### src/rtl/issue_pkg.sv
// Shared types for the issue stage: FSM state encoding and the latched instruction packet.
package issue_pkg;

    localparam int ISSUE_NUM_REGS  = 8;
    localparam int ISSUE_PAYLOAD_W = 32;
    localparam int REG_IDX_W       = $clog2(ISSUE_NUM_REGS);

    typedef enum logic [2:0] {
        IDLE,
        CHK_RS1,
        CHK_RS2,
        CHK_RD,
        MARK,
        ISSUE
    } issue_state_t;

    typedef struct packed {
        logic [REG_IDX_W-1:0]       rs1;
        logic [REG_IDX_W-1:0]       rs2;
        logic [REG_IDX_W-1:0]       rd;
        logic                       uses_rs1;
        logic                       uses_rs2;
        logic                       writes_rd;
        logic [ISSUE_PAYLOAD_W-1:0] payload;
    } issue_pkt_t;

endpackage

### src/rtl/issue_ctrl.sv
// Issue stage: serially checks rs1/rs2/rd against a toggle-bit scoreboard, marks rd, then issues.
// Optional macro ISSUE_STALL_CNT_EN adds a saturating 32-bit stall_cnt output.
module issue_ctrl
    import issue_pkg::*;
#(
    parameter int NUM_REGS  = 8,
    parameter int PAYLOAD_W = 32
) (
    input  logic                        clk,
    input  logic                        rst,

    input  logic                        in_valid,
    output logic                        in_ready,
    input  logic [$clog2(NUM_REGS)-1:0] in_rs1,
    input  logic [$clog2(NUM_REGS)-1:0] in_rs2,
    input  logic [$clog2(NUM_REGS)-1:0] in_rd,
    input  logic                        in_uses_rs1,
    input  logic                        in_uses_rs2,
    input  logic                        in_writes_rd,
    input  logic [PAYLOAD_W-1:0]        in_payload,

    output logic                        out_valid,
    input  logic                        out_ready,
    output logic [PAYLOAD_W-1:0]        out_payload,
    output logic [$clog2(NUM_REGS)-1:0] out_rd,
    output logic                        out_writes_rd,

    input  logic                        wb_valid,
    input  logic [$clog2(NUM_REGS)-1:0] wb_rd,

    output logic [$clog2(NUM_REGS)-1:0] sb_r_index,
    input  logic                        sb_score,
    output logic                        sb_w_en,
    output logic [$clog2(NUM_REGS)-1:0] sb_w_index
`ifdef ISSUE_STALL_CNT_EN
    ,
    output logic [31:0]                 stall_cnt
`endif
);

    localparam int IW = $clog2(NUM_REGS);

    // The packet struct is sized by the package, so the instance must agree with it.
    if (NUM_REGS != ISSUE_NUM_REGS || PAYLOAD_W != ISSUE_PAYLOAD_W) begin : g_cfg_check
        $error("issue_ctrl: NUM_REGS/PAYLOAD_W must match issue_pkg");
    end

    issue_state_t  state_q, state_d;
    issue_pkt_t    pkt_q, pkt_d;

    logic [IW-1:0] chk_idx;
    logic          chk_use;
    logic          hazard;
    logic          mark_need;
    logic          mark_fire;
    logic          wb_hit;

    always_ff @(posedge clk) begin
        if (rst) begin
            state_q <= IDLE;
        end else begin
            state_q <= state_d;
        end
    end

    always_ff @(posedge clk) begin
        pkt_q <= pkt_d;
    end

    // Operand under test this cycle; register 0 and unused operands never stall.
    always_comb begin
        chk_idx = '0;
        chk_use = 1'b0;
        case (state_q)
            CHK_RS1: begin
                chk_idx = pkt_q.rs1;
                chk_use = pkt_q.uses_rs1;
            end
            CHK_RS2: begin
                chk_idx = pkt_q.rs2;
                chk_use = pkt_q.uses_rs2;
            end
            CHK_RD: begin
                chk_idx = pkt_q.rd;
                chk_use = pkt_q.writes_rd;
            end
            default: begin
                chk_idx = '0;
                chk_use = 1'b0;
            end
        endcase
    end

    assign hazard    = chk_use && (chk_idx != '0) && sb_score;
    assign mark_need = pkt_q.writes_rd && (pkt_q.rd != '0);
    assign wb_hit    = wb_valid && (wb_rd != '0);
    assign mark_fire = (state_q == MARK) && mark_need && !wb_valid && !rst;

    always_comb begin
        state_d = state_q;
        pkt_d   = pkt_q;
        case (state_q)
            IDLE: begin
                if (in_valid) begin
                    pkt_d.rs1       = in_rs1;
                    pkt_d.rs2       = in_rs2;
                    pkt_d.rd        = in_rd;
                    pkt_d.uses_rs1  = in_uses_rs1;
                    pkt_d.uses_rs2  = in_uses_rs2;
                    pkt_d.writes_rd = in_writes_rd;
                    pkt_d.payload   = in_payload;
                    state_d         = CHK_RS1;
                end
            end
            CHK_RS1: if (!hazard) state_d = CHK_RS2;
            CHK_RS2: if (!hazard) state_d = CHK_RD;
            CHK_RD:  if (!hazard) state_d = MARK;
            MARK: begin
                // Writeback owns the single write port, so the mark waits for a free cycle.
                if (!mark_need || !wb_valid) state_d = ISSUE;
            end
            ISSUE:   if (out_ready) state_d = IDLE;
            default: state_d = IDLE;
        endcase
    end

    assign in_ready      = (state_q == IDLE);
    assign out_valid     = (state_q == ISSUE);
    assign out_payload   = out_valid ? pkt_q.payload   : '0;
    assign out_rd        = out_valid ? pkt_q.rd        : '0;
    assign out_writes_rd = out_valid ? pkt_q.writes_rd : 1'b0;

    assign sb_r_index = chk_idx;
    assign sb_w_en    = wb_hit || mark_fire;
    assign sb_w_index = wb_hit ? wb_rd : (mark_fire ? pkt_q.rd : '0);

`ifdef ISSUE_STALL_CNT_EN
    logic        stall;
    logic [31:0] stall_cnt_q, stall_cnt_d;

    assign stall = hazard || ((state_q == MARK) && mark_need && wb_valid);

    always_comb begin
        stall_cnt_d = stall_cnt_q;
        if (stall && (stall_cnt_q != '1)) stall_cnt_d = stall_cnt_q + 32'd1;
    end

    always_ff @(posedge clk) begin
        if (rst) begin
            stall_cnt_q <= '0;
        end else begin
            stall_cnt_q <= stall_cnt_d;
        end
    end

    assign stall_cnt = stall_cnt_q;
`endif

endmodule
### config.mk
export PLATFORM = sky130hd
export DESIGN_NAME = issue_ctrl
export DESIGN_NICKNAME = d
export VERILOG_FILES = /design/src/rtl/issue_pkg.sv /design/src/rtl/issue_ctrl.sv
export SDC_FILE = /design/constraint.sdc
export NUM_CORES = 1
export LEC_CHECK = 0
export BUFFER_PORTS_ARGS = -buffer_cell sky130_fd_sc_hd__buf_2
export CAP_MARGIN = 20
export CORE_ASPECT_RATIO = 0.7
export CORE_MARGIN = 1
export CORE_UTILIZATION = 35
export CTS_CLUSTER_DIAMETER = 40
export CTS_CLUSTER_SIZE = 20
export DETAILED_ROUTE_END_ITERATION = 10
export SKIP_CTS_REPAIR_TIMING = 1
export SLEW_MARGIN = 20
export SYNTH_ARGS = -nofsm -noshare
export SYNTH_HDL_FRONTEND = slang
export SYNTH_SLANG_ARGS = --single-unit
### constraint.sdc
create_clock -name clk -period 3.1 [get_ports clk]
set_clock_uncertainty 0.2 [all_clocks]
set_input_delay 0.31 -clock clk [delete_from_list [all_inputs] [get_ports clk]]
set_output_delay 0.31 -clock clk [all_outputs]
set_load 0.01 [all_outputs]
Word level (Yosys, flattened, before mapping):

Index checks and enable logic that the tools add are counted.

* output and inout bits: 45
* flip-flop bits (word level): 47

* muxes and demuxes: 14
* reductions and logical operators: 18
* equal/unequal tests: 11

Operators by type and width (count)
* $mux 32: 1
* $mux 3: 9
* $pmux 3 s6: 1
* $pmux 3 s3: 1
* $reduce_bool 3->1: 3
* $ne 2x2->1 const B: 4
* $logic_and 1x1->1: 7
* $eq 3x2->1 const B: 2
* $eq 3x3->1 const B: 2
* $reduce_and 6->1: 1
* $ne 2x1->1 const B: 2
* $eq 3x1->1 const B: 1
* $logic_not 1->1: 3
* $logic_not 3->1: 1
* $pmux 1 s3: 1
* $logic_or 1x1->1: 2
* $reduce_and 2->1: 1
* $mux 1: 1

Longest topological paths before layout:

* depth in word-level cells: 7
* depth in mapped cells: 6
* mapped depth without buffers: 5

Worst setup path before layout:

No wires, ideal clock.

* path kind: reg2reg
* start: register state_q[2]
* end: register pkt_q[0] in the netlist's numbering (enable)
* arrival: 1989 ps
* library setup time: 406 ps
* path slack: 505 ps
* stages on the path, launching flop included: 4
* required time: 2494 ps
* period minus slack after synthesis: 2595 ps
* buffers on the path: 1
* cell sequence: dfxtp_1 > clkbuf_1 > nor3_1 > and2_1

* word-level cells in the longest chain between the ends: 2

RTL lines
* from (decl): RTL line issue_ctrl.sv:48 `issue_state_t state_q, state_d;`
* from (signal assigned): RTL line issue_ctrl.sv:62 `state_q <= state_d;`
* $logic_not 3->1
* via in_ready: RTL line issue_ctrl.sv:13 `output logic in_ready,`
* $reduce_and 2->1 (no source line)
* to (signal assigned): RTL line issue_ctrl.sv:67 `pkt_q <= pkt_d;`
* to (decl): RTL line issue_ctrl.sv:49 `issue_pkt_t pkt_q, pkt_d;`

The timed path passes the listed nets, and every way through them passes these cells.
A chain may end at the register's enable or synchronous reset.

Worst setup path after layout:

* start: register state_q[0]
* end: output out_payload[23]

* word-level cells in the longest chain between the ends: 2

RTL lines
* $eq 3x3->1: RTL line issue_ctrl.sv:128 `assign out_valid = (state_q == ISSUE);`
* $mux 32: RTL line issue_ctrl.sv:129 `assign out_payload = out_valid ? pkt_q.payload : '0;`
* to (decl): RTL line issue_ctrl.sv:24 `output logic [PAYLOAD_W-1:0] out_payload,`

No other way between the ends.

==> impl_metrics.csv <==
group,metric,value,unit
outcome,status,"completed",
final_layout,fin_nets,331,
final_layout,regArea,1380,um2
grt,grt_max_degree,45,
die,io_pins,98,
pwr,leakagePower,1.49,nW
pwr,pwr-share-seq,50.9,%
final_layout,fillers,467,
timing,fmax,409,MHz
synthesis,synth_top_family_by_area,"simple AND/OR/NAND/NOR gates",
synthesis,syn-num-nets,191,
timing,hold_viol,0,
pwr,p_total,1.99,mW
cts,cts_max_level,2,
pwr,powerDensity,644,nW/um2
synthesis,syn_inst,138,
cts,cts_sinks,47,
route,ant_nets,0,
synthesis,synth-simple-area-share,18.0,%
pwr,combPwrFrac,27.6,%
timing,slew_viol_final,0,
pwr,p_sw_share,30.7,%
critical_path,path_max_fanout,32,
timing,hold-worst-slack,0.166,ns
final_layout,antennaDiodeCount,0,
synthesis,synth_area_leaders,"edfxtp_1 (66%), and3_1 (11%), dfxtp_1 (3.0%)",
timing,slew_headroom,57.7,%
die,initial_core_util,37.1,%
pwr,ir_drop,0.369,mV
placement,hpwl,3.03,mm
synthesis,ys_types,29,
timing,worstMarginPinSlew,0.634,ns
synthesis,avgSynthCellArea,14.4,um2
critical_path,cp.required,2.59,ns
critical_path,path_buf_inv,2,
final_layout,final_layout_size_suffix_gt1_share,41.4,%
route,dr.pass1.iters,4,
critical_path,cpMaxStageDelayCell,"dfxtp_1",
timing,rsz0062_at_grt,"false",
synthesis,ys_seq_area_share,69.4,%
route,vias,1616,
die,die_area,6000,um2
cts,cts_made_buffers,5,
timing,setup_violations,0,
synthesis,synth_mux_area_share,3.58,%
synthesis,ys_ff_latch,47,
pwr,internal-power,1.38,mW
route,avgViaCountPerCell,4.62,
route,wire_per_inst,14.0,um
min_path,worstHoldPathType,"input port to flip-flop",
route,routed_wl,4.91,mm
run,cap_violations,0,
grt,antenna_found_initial,0,
critical_path,path_cells,"nor2b_2, buf_4, and3_1, buf_2",
die,die_height,65.1,um
timing,finalSetupTns,0,ns
timing,min_period,2.44,ns
die,fp.dieW,92.1,um
synthesis,synthAdderAreaFrac,0,%
cts,cts_tree,"yes",
cts,clockBufferDepth,2,
final_layout,multiInputGateArea,563,um2
critical_path,critPathTopFamily,"flip-flops",
synthesis,synth.cell_area,1990,um2
die,core_area,5370,um2
die,rows,22,
critical_path,cp_data_arrival_time,1.93,ns
critical_path,crit_path_start_kind,"flip-flop",
pwr,clkPwrFrac,21.4,%
synthesis,synthXorXnorAreaFrac,0,%
grt,grt_use_total,14.9,%
cts,clk_pin_slew_worst_paths,0.08,ns
route,drc,0,
final_layout,syn_to_final_growth,55.2,%
timing,period_share,78.8,%
synthesis,synth.largest_area_cell,"edfxtp_1",
pwr,power.switching,0.610,mW
grt,grt_overflow,0,
grt,grt_pass1_vias,1419,
grt,grt_pass1_wl,6.76,mm
route,drt_iter0_drc,78,
synthesis,yosys.area.top_type_share,66.4,%
placement,portBuffers,97,
critical_path,end_kind,"output pin",
critical_path,cpPeakStageDelay,0.61,ns
cts,cts_root_buf,"clkbuf_8",
placement,gp_congestion,0.739,
synthesis,yosys_warnings,0,
critical_path,worstSetupPathType,"flip-flop to output pin",
cts,clock_latency,0.29,ns
synthesis,synth_compound_area_share,6.47,%
cells in the final DEF (no fill, tap or decap), types with 2 or more instances in the layout:
cell	Yosys	routed
buf_2	1	97
buf_4	1	3
nand2b_1	3	3
o21ai_1	2	2
nor2b_1	6	5
and3_1	36	36
nor3_1	2	2
o21ai_0	2	2
a22o_1	6	6
edfxtp_1	44	44
dfxtp_1	3	3
mux2_4	2	2
nor2_1	2	2
mux2i_1	3	3
clkbuf_8	0	5
dlygate4sd3_1	0	44
a21oi_1	2	2
worst min-delay path, stage by stage:
cell,delay (ns)
buf_2,0.14
a211o_1,0.11
mux2i_1,0.05
cell type report:
cell class | instances | area share, %
multi-input cells | 79 | 18.2
flip-flops and latches | 47 | 44.7
clock buffers | 6 | 2.35
inverters | 1 | 0.122
well taps | 72 | 2.92
repair buffers | 144 | 30.7
clock inverters | 1 | 0.972
registers in the layout, summed over array words and instances (netlist names):
name / cells
state_q: 3
pkt_q: 44
cells by family after synthesis:
| group | Yosys count |
|---|---|
| buffers and inverters | 12 |
| AO/OA/AOI/OAI | 16 |
| AND/OR/NAND/NOR | 57 |
| flip-flops | 47 |
| multiplexers | 6 |
worst paths after layout:
path         startpoint               to  slack (ns)  cells after the start
max          state_q[0]  out_payload[23]        0.66                      4
min                 rst       state_q[0]        0.17                      3
max reg2reg  state_q[2]       state_q[1]        0.99                      6
min reg2reg  state_q[0]       state_q[0]        0.48                      2
stage by stage:
step	area, um2	instances	utilization [%]	setup slack (ns)
finish	3090	350	57.6	0.658
global route	3090	350	57.6	0.494
CTS	2650	306	49.3	0.645
detailed placement	2550	299	47.4	0.969
global placement	2550	299	47.4	0.970
floorplan	1990	138	-	0.505
routing by layer:
layer	global-route usage [%]	vias up	part of all wire [%]
met5	0	-	0
met3	6.13	4	7.2
met2	22.9	71	48
li1	-	805	-
met1	19.2	736	44
met4	4.69	0	0.67
cells in the mapped netlist:
cell type / n
o21ai_0: 2
a21oi_1: 2
mux2_4: 2
mux2_2: 1
nor2_1: 2
nand3_1: 1
buf_2: 1
nand3b_1: 1
dfxtp_1: 3
edfxtp_1: 44
buf_4: 1
or3_1: 1
inv_1: 1
and4b_1: 1
nor3b_2: 1
mux2i_1: 3
nor3_1: 2
a22o_1: 6
and2_1: 2
a221oi_2: 1
and3_1: 36
o21ai_1: 2
a211o_1: 1
nor2b_1: 6
nand2_2: 1
a2111oi_2: 1
o31ai_1: 1
nand2b_1: 3
clkbuf_1: 9
power by group through the flow:
stage               combinational [mW]  clock, mW  sequential [mW]
finish                           0.550      0.426             1.01
global route                     0.607      0.466             1.04
CTS                              0.513      0.440             1.01
detailed placement               0.510          0             1.03
global placement                 0.510          0             1.02
floorplan                        0.385          0            0.969
Note: power is estimated with default switching activity, not from simulation.
